[config.mk]
export PLATFORM = sky130hd
export DESIGN_NAME = instruction_fetch_flat
export DESIGN_NICKNAME = d
export VERILOG_FILES = /design/src/rtl/imem_if.sv /design/src/rtl/instruction_fetch.sv /design/src/flat_wrapper.sv
export SDC_FILE = /design/constraint.sdc
export NUM_CORES = 1
export LEC_CHECK = 0
export BUFFER_PORTS_ARGS = -buffer_cell sky130_fd_sc_hd__buf_2
export CORE_AREA = 2 2 105 127
export CTS_BUF_LIST = sky130_fd_sc_hd__clkbuf_4 sky130_fd_sc_hd__clkbuf_8 sky130_fd_sc_hd__clkbuf_16
export CTS_CLUSTER_DIAMETER = 200
export DETAILED_ROUTE_END_ITERATION = 12
export DIE_AREA = 0 0 107 129
export PLACE_DENSITY_LB_ADDON = 0.3
export SLEW_MARGIN = 10
export SYNTH_ARGS = -nofsm -noshare
export SYNTH_HDL_FRONTEND = slang
export SYNTH_SLANG_ARGS = --single-unit
[constraint.sdc]
create_clock -name clk -period 3.18 [get_ports clk]
set_clock_uncertainty 0.2 [all_clocks]
set_input_delay 0.159 -clock clk [delete_from_list [all_inputs] [get_ports clk]]
set_output_delay 0.159 -clock clk [all_outputs]
set_load 0.02 [all_outputs]
[src/rtl/imem_if.sv]
// imem_if: req/ack read bus between the fetch stage (master) and instruction memory (slave)
interface imem_if #(parameter int XLEN = 32);
  logic            req;
  logic [XLEN-1:0] addr;
  logic            ack;
  logic [31:0]     rdata;
  modport master (output req, output addr, input ack, input rdata);
  modport slave  (input req, input addr, output ack, output rdata);
endinterface

[src/rtl/instruction_fetch.sv]
// instruction_fetch: PC owner issuing req/ack imem reads, delivering inst/pc to decode with redirect support.
// Define RW_FETCH_MISALIGN_CHECK_EN to enable the sticky misaligned-redirect flag.
module instruction_fetch #(
  parameter int              XLEN         = 32,
  parameter logic [XLEN-1:0] RESET_VECTOR = '0
) (
  input  logic            clk,
  input  logic            rst_n,
  input  logic            fetch_en,
  input  logic            pc_load,
  input  logic [XLEN-1:0] pc_load_addr,
  imem_if.master          imem,
  output logic [31:0]     inst,
  output logic [XLEN-1:0] curr_pc_fd,
  output logic [XLEN-1:0] next_pc_fd,
  output logic            fetch_valid,
  output logic            fetch_misalign
);
  typedef enum logic {IDLE, REQ} state_t;
  state_t state, state_nxt;
  logic [XLEN-1:0] pc, tgt;
  logic pend;
  assign tgt = {pc_load_addr[XLEN-1:2], 2'b00};
  assign imem.req = state == REQ;
  always_ff @(posedge clk or negedge rst_n)
    if (!rst_n) state <= IDLE;
    else state <= state_nxt;
  always_comb begin
    state_nxt = state;
    if (state == IDLE && fetch_en) state_nxt = REQ;
    else if (state == REQ && imem.ack) state_nxt = IDLE;
  end
  // pc is free to take a redirect while in REQ because imem.addr is its own register
  always_ff @(posedge clk or negedge rst_n) begin
    if (!rst_n) begin
      pc          <= RESET_VECTOR;
      pend        <= 1'b0;
      imem.addr   <= RESET_VECTOR;
      inst        <= 32'h0000_0013;
      curr_pc_fd  <= RESET_VECTOR;
      next_pc_fd  <= RESET_VECTOR + XLEN'(4);
      fetch_valid <= 1'b0;
    end else begin
      fetch_valid <= 1'b0;
      if (state == IDLE) begin
        if (pc_load) pc <= tgt;
        if (fetch_en) imem.addr <= pc_load ? tgt : pc;
      end else if (imem.ack) begin
        pend <= 1'b0;
        if (pc_load) pc <= tgt;
        else if (!pend) begin
          inst        <= imem.rdata;
          curr_pc_fd  <= imem.addr;
          next_pc_fd  <= imem.addr + XLEN'(4);
          pc          <= imem.addr + XLEN'(4);
          fetch_valid <= 1'b1;
        end
      end else if (pc_load) begin
        pc   <= tgt;
        pend <= 1'b1;
      end
    end
  end
`ifdef RW_FETCH_MISALIGN_CHECK_EN
  always_ff @(posedge clk or negedge rst_n)
    if (!rst_n) fetch_misalign <= 1'b0;
    else if (pc_load && |pc_load_addr[1:0]) fetch_misalign <= 1'b1;
`else
  logic unused_lsb;
  assign unused_lsb = ^pc_load_addr[1:0];
  assign fetch_misalign = 1'b0;
`endif
endmodule

[src/flat_wrapper.sv]
// flat-port wrapper written by rule: the top's interface ports become plain ports
module instruction_fetch_flat 
#(
  parameter int              XLEN         = 32,
  parameter logic [XLEN-1:0] RESET_VECTOR = '0
)
  (clk, rst_n, fetch_en, pc_load, pc_load_addr, inst, curr_pc_fd, next_pc_fd, fetch_valid, fetch_misalign, imem_req, imem_addr, imem_ack, imem_rdata);
  imem_if #(.XLEN(XLEN)) imem_i ();
  input  logic clk;
  input  logic rst_n;
  input  logic fetch_en;
  input  logic pc_load;
  input  logic [XLEN-1:0] pc_load_addr;
  output logic [31:0] inst;
  output logic [XLEN-1:0] curr_pc_fd;
  output logic [XLEN-1:0] next_pc_fd;
  output logic fetch_valid;
  output logic fetch_misalign;
  output wire logic [$bits(imem_i.req)-1:0] imem_req;
  output wire logic [$bits(imem_i.addr)-1:0] imem_addr;
  input wire logic [$bits(imem_i.ack)-1:0] imem_ack;
  input wire logic [$bits(imem_i.rdata)-1:0] imem_rdata;
  assign imem_req = imem_i.req;
  assign imem_addr = imem_i.addr;
  assign imem_i.ack = imem_ack;
  assign imem_i.rdata = imem_rdata;
  instruction_fetch #(.XLEN(XLEN), .RESET_VECTOR(RESET_VECTOR)) u_core (.clk(clk), .rst_n(rst_n), .fetch_en(fetch_en), .pc_load(pc_load), .pc_load_addr(pc_load_addr), .imem(imem_i), .inst(inst), .curr_pc_fd(curr_pc_fd), .next_pc_fd(next_pc_fd), .fetch_valid(fetch_valid), .fetch_misalign(fetch_misalign));
endmodule
==> metrics.md, run 1 <==
| Metric | Value |
|---|---|
| Status | finished, final reports clean |
| Mapped Area | 6940 µm² |
| CP Capture Type | flop |
| N_diodes | 0 |
| Non-filler cells, final | 1,156 |
| GPL Wtd Cong | 0.761 |
| Combinational Power Share | 31.5% |
| GR Overflow Total | 0 |
| RR Startpoint | u_core.imem.addr[2]$_DFFE_PN0P_ |
| Cells resized by post-CTS repair | 0 |
| Placed cell count | 1,058 |
| Flops & latches, synth | 161 |
| Largest stage delay, worst path | 520 ps |
| Synth cell count leaders | nand2_1, dfrtp_1, o21ai_0, clkbuf_1, mux2i_1 |
| Yosys top cell by area | dfrtp_1 |
| Nets | 1,049 |
| Port Buffers | 196 |
| Post-synthesis area per instance | 9.38 µm² |
| Num rows | 45 |
| Vias in the first global route | 5,906 |
| Max Freq | 438 MHz |
| Post-Synth XOR/XNOR Area | 3.41% |
| Layout cells sized above 1 | 25.0% |
| Setup TNS | 0 ps |
| Worst slew pin tran | 1100 ps |
| Routed WL | 18,300 µm |
| Initial antenna violation count | 0 |
| CP arrival | 2370 ps |
| Post-DP HPWL | 11,400 µm |
| Pint | 0.00491 W |
| Critical Path Source | u_core.imem.addr[2]$_DFFE_PN0P_ |
| Worst-Skew Late Latency | 430 ps |
| Critical Path RT | 3270 ps |
| Number of distinct library cells after synthesis | 42 |
| Worst hold path class | in -> reg |
| Total leakage power | 4.85 nW |
| Post-DP Area | 8020 µm² |
| DRC | 0 |
| Initial core utilization | 55.3% |
| CTS buffer count | 17 |
| Most frequent cell after synthesis | nand2_1 |
| Psw | 0.00290 W |
| # setup viols final | 0 |
| First-pass DRT Iterations | 5 |
| EDFF count, synth | 0 |
| Max-slew violations | 0 |
| Max VDD drop | 0.447 mV |
| Max_cap viols | 0 |
| Design area | 9300 µm² |
| Root buf cell | clkbuf_16 |
| Clk pin slew, worst setup/hold paths | 60 ps |
| Area delta synth->final | 34.0% |
| Post-Synthesis Cells | 740 |
| Worst-case clock buffer depth | 2 |
| Top cell type's share of synthesized area | 56.6% |
| Ys async rst share | 100% |
| Pwr/cell area | 839 nW/µm² |
| Initial DRC Count | 442 |
| Complex-gate fraction of the synthesized area | 9.93% |
| Slew Limit Headroom | 26.4% |
| Vias per cell | 5.27 |
| Hold path startpoint | pc_load |
| Aggregate global-route resource usage | 28.1% |
| Die Width | 107 µm |
| CTS sink count | 161 |
| RSZ-0062 raised after global routing | no |
| Tot Pwr | 0.00780 W |
| Chip height | 129 µm |
| Startpoint Class | flop |
| CTS tree | yes |
| DR vias | 6,093 |
| Main combinational cell family by area after synthesis | simple AND/OR/NAND/NOR gates |
| Main flop type after synthesis | dfrtp_1 |
| Largest cells by area after synthesis | dfrtp_1, nand2_1, o21ai_0 |
| # H-tree levels | 4 |
| Slowest CP cell | dfrtp_1 |
| First-pass GRT wire length | 29,800 µm |
| Die Area | 13,800 µm² |
| Synth warn | 0 |
| Sequential power share | 41.0% |
| Area share of and/or/nand/nor cells after synthesis | 21.2% |
| Largest net degree at the start of global routing | 140 |
| Crit Path Class | reg -> reg |
| Mux cell area share after synthesis | 3.75% |
| Largest fanout on the critical path | 9 |
| Post-route antenna net violation count | 0 |
| WL/cell | 15.8 µm |
| Switching share of total power | 37.1% |
| Core area | 12,600 µm² |
| Final Hold Viols | 0 |
| Sequential area share after synthesis | 58.1% |
| Syn Nets | 810 |
| Minimum clock period | 2280 ps |
| Adder-Cell Fraction of Synth Area | 0.180% |
| IO Pins | 200 |
| Filler cells | 927 |
| Clk pwr share | 27.5% |
| Final Cycle Share | 71.8% |
| Worst path cell trace | ha_1 -> nand2_1 -> nor3_1 -> nand4_1 -> xor2_1 -> o21ai_1 |
-- worst max-delay path: cells and delay by family (launching register included) --
| family | cells | cell delay [ps] |
|---|---|---|
| AND/OR/NAND/NOR | 3 | 780 |
| flip-flops | 1 | 520 |
| adder cells (fa/ha/maj) | 1 | 350 |
| XOR/XNOR | 1 | 220 |
| AO/OA/AOI/OAI | 1 | 90 |
-- power by group through the flow --
| stage | sequential, W | clock, W | combinational, W |
|---|---|---|---|
| 2_1_floorplan | 0.00391 | 0 | 0.000715 |
| 3_3_place_gp | 0.00320 | 0 | 0.00233 |
| 3_5_place_dp | 0.00322 | 0 | 0.00239 |
| 4_1_cts | 0.00319 | 0.00217 | 0.00247 |
| 5_1_grt | 0.00329 | 0.00227 | 0.00269 |
| 6_report | 0.00320 | 0.00214 | 0.00246 |
-- state kept, by name, summed over array words and instances, names as in the netlist --
register	count
u_core.pc	32
u_core.curr_pc_fd	30
u_core.imem.req	1
u_core.next_pc_fd	32
u_core.fetch_valid	1
u_core.pend	1
u_core.imem.addr	32
u_core.inst	32
-- stage by stage --
step	worst slack [ps]	hold slack, ps	utilization, %
6_report	895	24.2	74.1
5_1_grt	739	51.1	74.1
4_1_cts	952	13.0	74.1
3_5_place_dp	970	23.6	63.8
3_3_place_gp	982	23.5	63.8
2_1_floorplan	1240	-337	-
-- cells in the final DEF, fill, tap and decap left out, types with 14 or more instances in the layout --
cell,netlist,final
xor2_1,21,21
nor2_1,14,14
o21ai_1,14,14
buf_2,11,194
nand2_1,285,284
clkbuf_16,0,17
o21ai_0,69,69
mux2i_1,26,26
dlygate4sd3_1,0,66
dfrtp_1,157,157
a22oi_1,16,16
-- path summary, 6_finish.rpt --
kind                                                      to  slack [ps]  cells past startpoint
setup / recovery           u_core.next_pc_fd[28]$_DFFE_PN0P_         900                      6
hold / removal                      u_core.pc[4]$_DFFE_PN0P_          20                      3
setup reg to reg           u_core.next_pc_fd[28]$_DFFE_PN0P_         900                      6
hold reg to reg                   u_core.inst[1]$_DFFE_PN1P_         260                      2
max in group asynchronous           u_core.pc[7]$_DFFE_PN0P_        1820                      3
min in group asynchronous        u_core.inst[16]$_DFFE_PN0P_         110                      2
-- routing by layer --
metal,GRT usage [%],share of wire [%]
met1,36.5,42
met2,46.0,50
met3,6.33,5.5
met4,11.5,2.7
met5,0,0
-- final cells by class --
class	count	area [µm²]	share of cell area, %
Timing Repair Buffer	268	1730	18.6
Tap cell	164	205	2.21
Clock buffer	20	460	4.95
Clock inverter	12	163	1.75
Inverter	7	26.3	0.283
Sequential cell	161	4030	43.4
Multi-Input combinational cell	524	2680	28.8
-- logic make-up after synthesis --
kind of cell	Yosys count
mux	26
flops	161
fa+ha+maj	1
buf+inv	55
simple gates	347
other cells	1
xor+xnor	27
compound gates	122
-- timing repair --
item / in CTS / in global routing
hold buffers: 66 / 0
setup buffers: 0 / 0
endpoints found under the setup margin: 0 / 0
hold endpoints to repair: 166 / 0
(Power assumes the default switching activity.)
==> inputs of run 2 (changes only) <==
--- a/config.mk
+++ b/config.mk
@@ -6,11 +6,11 @@
 export NUM_CORES = 1
 export LEC_CHECK = 0
 export BUFFER_PORTS_ARGS = -buffer_cell sky130_fd_sc_hd__buf_2
-export CORE_AREA = 2 2 105 127
+export CORE_AREA = 2 2 114 139
 export CTS_BUF_LIST = sky130_fd_sc_hd__clkbuf_4 sky130_fd_sc_hd__clkbuf_8 sky130_fd_sc_hd__clkbuf_16
 export CTS_CLUSTER_DIAMETER = 200
 export DETAILED_ROUTE_END_ITERATION = 12
-export DIE_AREA = 0 0 107 129
+export DIE_AREA = 0 0 116 141
 export PLACE_DENSITY_LB_ADDON = 0.3
 export SLEW_MARGIN = 10
 export SYNTH_ARGS = -nofsm -noshare
==> constraint.sdc (replaced) <==
create_clock -name clk -period 2.1 [get_ports clk]
set_clock_uncertainty 0.2 [all_clocks]
set_input_delay 0.105 -clock clk [delete_from_list [all_inputs] [get_ports clk]]
set_output_delay 0.105 -clock clk [all_outputs]
set_load 0.02 [all_outputs]
==> run 2 against run 1 <==
  * Maximum frequency is 18% higher
  * Via count fell by 0.34%
  * Critical path depth did not move
  * Die area grew 18%
  * Sequential cell count unchanged
  * Final cell count is 6.0% higher
  * Sequential share of layout area is 1.2 points lower
  * Clock power up 49%
  * Cell area rose by 3.0%
  * Critical endpoint is now u_core.pc[20]$_DFFE_PN0P_
==> metrics.md, run 2 (synthesis gave the netlist of run 1 again) <==
| Metric | Value |
|---|---|
| Initial antenna violation count | 0 (unchanged) |
| Final Cycle Share | 91.9% (+20 points) |
| WHS Path Cells | 4 (+1) |
| Final WS setup | 170 ps (-725 ps) |
| Hold path startpoint | pc_load |
| Hold Buf Count CTS | 66 (unchanged) |
| Area delta synth->final | 38.0% |
| Slew Limit Headroom | 64.8% (+38 points) |
| Largest net degree at the start of global routing | 112 (-20%) |
| Num rows | 50 (+11%) |
| CTS sink count | 161 (unchanged) |
| Aggregate global-route resource usage | 23.9% (-4.1 points) |
| # H-tree levels | 4 (unchanged) |
| Max-slew violations | 0 (unchanged) |
| Worst slew pin tran | 527 ps (-574 ps) |
| First-pass DRT Iterations | 5 (unchanged) |
| Chip height | 141 µm (+9.3%) |
| Worst hold path class | in -> reg |
| Largest fanout on the critical path | 4 (-5) |
| Port Buffers | 196 (unchanged) |
| Total leakage power | 4.99 nW (+2.9%) |
| Commonest non-fill, non-tap cell in the layout | nand2_1 |
| FF/Latch Area | 4030 µm² (unchanged) |
| Worst r2r dst | u_core.pc[20]$_DFFE_PN0P_ |
| Max VDD drop | 0.666 mV (+49%) |
| Nets | 1,074 (+2.4%) |
| Commonest non-fill, non-tap cells in the layout | nand2_1, buf_2, dfrtp_1 |
| # setup viols final | 0 (unchanged) |
| RSZ-0062 raised after global routing | no |
| Vias per cell | 4.96 (-6.0%) |
| Layout cells sized above 1 | 26.9% (+1.9 points) |
| GPL Wtd Cong | 0.804 (+5.6%) |
| CP arrival | 2020 ps (-350 ps) |
| R2R setup slack | 170 ps (-720 ps) |
| DR vias | 6,072 (-0.34%) |
| Crit Path Class | reg -> reg |
| Worst slack, placed | 216 ps (-754 ps) |
| First-pass GRT wire length | 30,200 µm (+1.6%) |
| Setup TNS | 0 ps (unchanged) |
| CTS buffer count | 17 (unchanged) |
| Clk pin slew, worst setup/hold paths | 60 ps (about the same) |
| Die Width | 116 µm (+8.4%) |
| Worst-Skew Late Latency | 420 ps (about the same) |
| Routed WL | 18,900 µm (+3.3%) |
| Post-DP HPWL | 12,500 µm (+10%) |
| Root buf cell | clkbuf_16 |
| Minimum clock period | 1930 ps (-355 ps) |
| CTS tree | yes |
| N_diodes | 0 (unchanged) |
| CP Capture Type | flop |
| Max_cap viols | 0 (unchanged) |
| Worst-case clock buffer depth | 2 (unchanged) |
| Final Hold Viols | 0 (unchanged) |
| Post-route antenna net violation count | 0 (unchanged) |
| Startpoint Class | flop |
| Initial core utilization | 45.8% (-9.4 points) |
| Pwr/cell area | 1240 nW/µm² (+48%) |
| Vias in the first global route | 5,923 (+0.29%) |
| Die Area | 16,400 µm² (+18%) |
| Max Freq | 518 MHz (+18%) |
| GR Overflow Total | 0 (unchanged) |
| Status | finished, final reports clean |
| WL/cell | 15.4 µm (-2.5%) |
| IO Pins | 200 (unchanged) |
| Critical Path RT | 2190 ps (-1080 ps) |
| DRC | 0 (unchanged) |
| Hold Crit Endpoint | u_core.pc[8]$_DFFE_PN0P_ |
| Post-CTS Setup Inserts | 0 (unchanged) |
| RR Startpoint | u_core.imem.addr[2]$_DFFE_PN0P_ |
| Filler cells | 1,298 (+40%) |
| Area of the multi-input gates | 2680 µm² (unchanged) |
| Path depth of the worst reg2reg path | 6 (unchanged) |
| Initial DRC Count | 366 (-17%) |
| Cells resized by post-CTS repair | 0 (unchanged) |
| Core area | 15,100 µm² (+21%) |
-- run 2: changes by cell type in the layout (fill, tap and decap cells not counted) --
cell and change:
buf_12 +4, buf_4 +22, clkinvlp_4 -1, bufinv_16 -1
clkinv_2 -3, dlygate4sd3_1 -1, clkbuf_4 +5
-- run 2: report_power, final --
part	leakage, nW	switching [W]	internal [W]
combinational	2.65	0.00264	0.00140
sequential	2.03	0.000571	0.00411
clock	0.310	0.00118	0.00200
total	4.99	0.00439	0.00752
-- run 2: through the flow --
stage	instances	instance area (µm²)	hold WS [ps]	util [%]	total power (W)
CTS	1225	9580	2.13	63.2	0.0120
global route	1225	9580	38.8	63.2	0.0126
finish	1225	9580	25.8	63.2	0.0119
detailed placement	1127	8300	-119	54.8	0.00869
floorplan	740	6940	-391	-	0.00700
global placement	1127	8300	-124	54.8	0.00859
-- run 2: worst max-delay path by stage --
stage	start	to	slack (ps)
2_1_floorplan	u_core.imem.addr[2]$_DFFE_PN0P_	u_core.pc[20]$_DFFE_PN0P_	160
3_3_place_gp	u_core.imem.addr[14]$_DFFE_PN0P_	u_core.next_pc_fd[31]$_DFFE_PN0P_	240
3_5_place_dp	u_core.imem.addr[2]$_DFFE_PN0P_	u_core.pc[20]$_DFFE_PN0P_	220
4_1_cts	u_core.imem.addr[2]$_DFFE_PN0P_	u_core.pc[20]$_DFFE_PN0P_	200
5_1_grt	u_core.imem.addr[3]$_DFFE_PN0P_	u_core.pc[30]$_DFFE_PN0P_	30
6_report	u_core.imem.addr[2]$_DFFE_PN0P_	u_core.pc[20]$_DFFE_PN0P_	170
-- run 2: area by class of cell --
type | instances | area share (%)
flip-flops and latches | 161 | 42.1
inverters | 7 | 0.274
multi-input cells | 524 | 28.0
clock buffers | 25 | 5.20
clock inverters | 7 | 1.15
well taps | 208 | 2.72
repair buffers | 293 | 20.6
-- run 2: worst max-delay path: stages (launching register included) --
cell	delay (ps)
dfrtp_1	370
ha_1	210
nand4_1	180
nor4_4	270
a31oi_1	160
nor3_1	320
o31ai_2	90
-- run 2: layer usage --
| metal | share of wire [%] | GRT usage (%) |
|---|---|---|
| met1 | 42 | 30.1 |
| met2 | 49 | 40.0 |
| met3 | 5.2 | 5.46 |
| met4 | 3.3 | 9.46 |
| met5 | 0 | 0 |
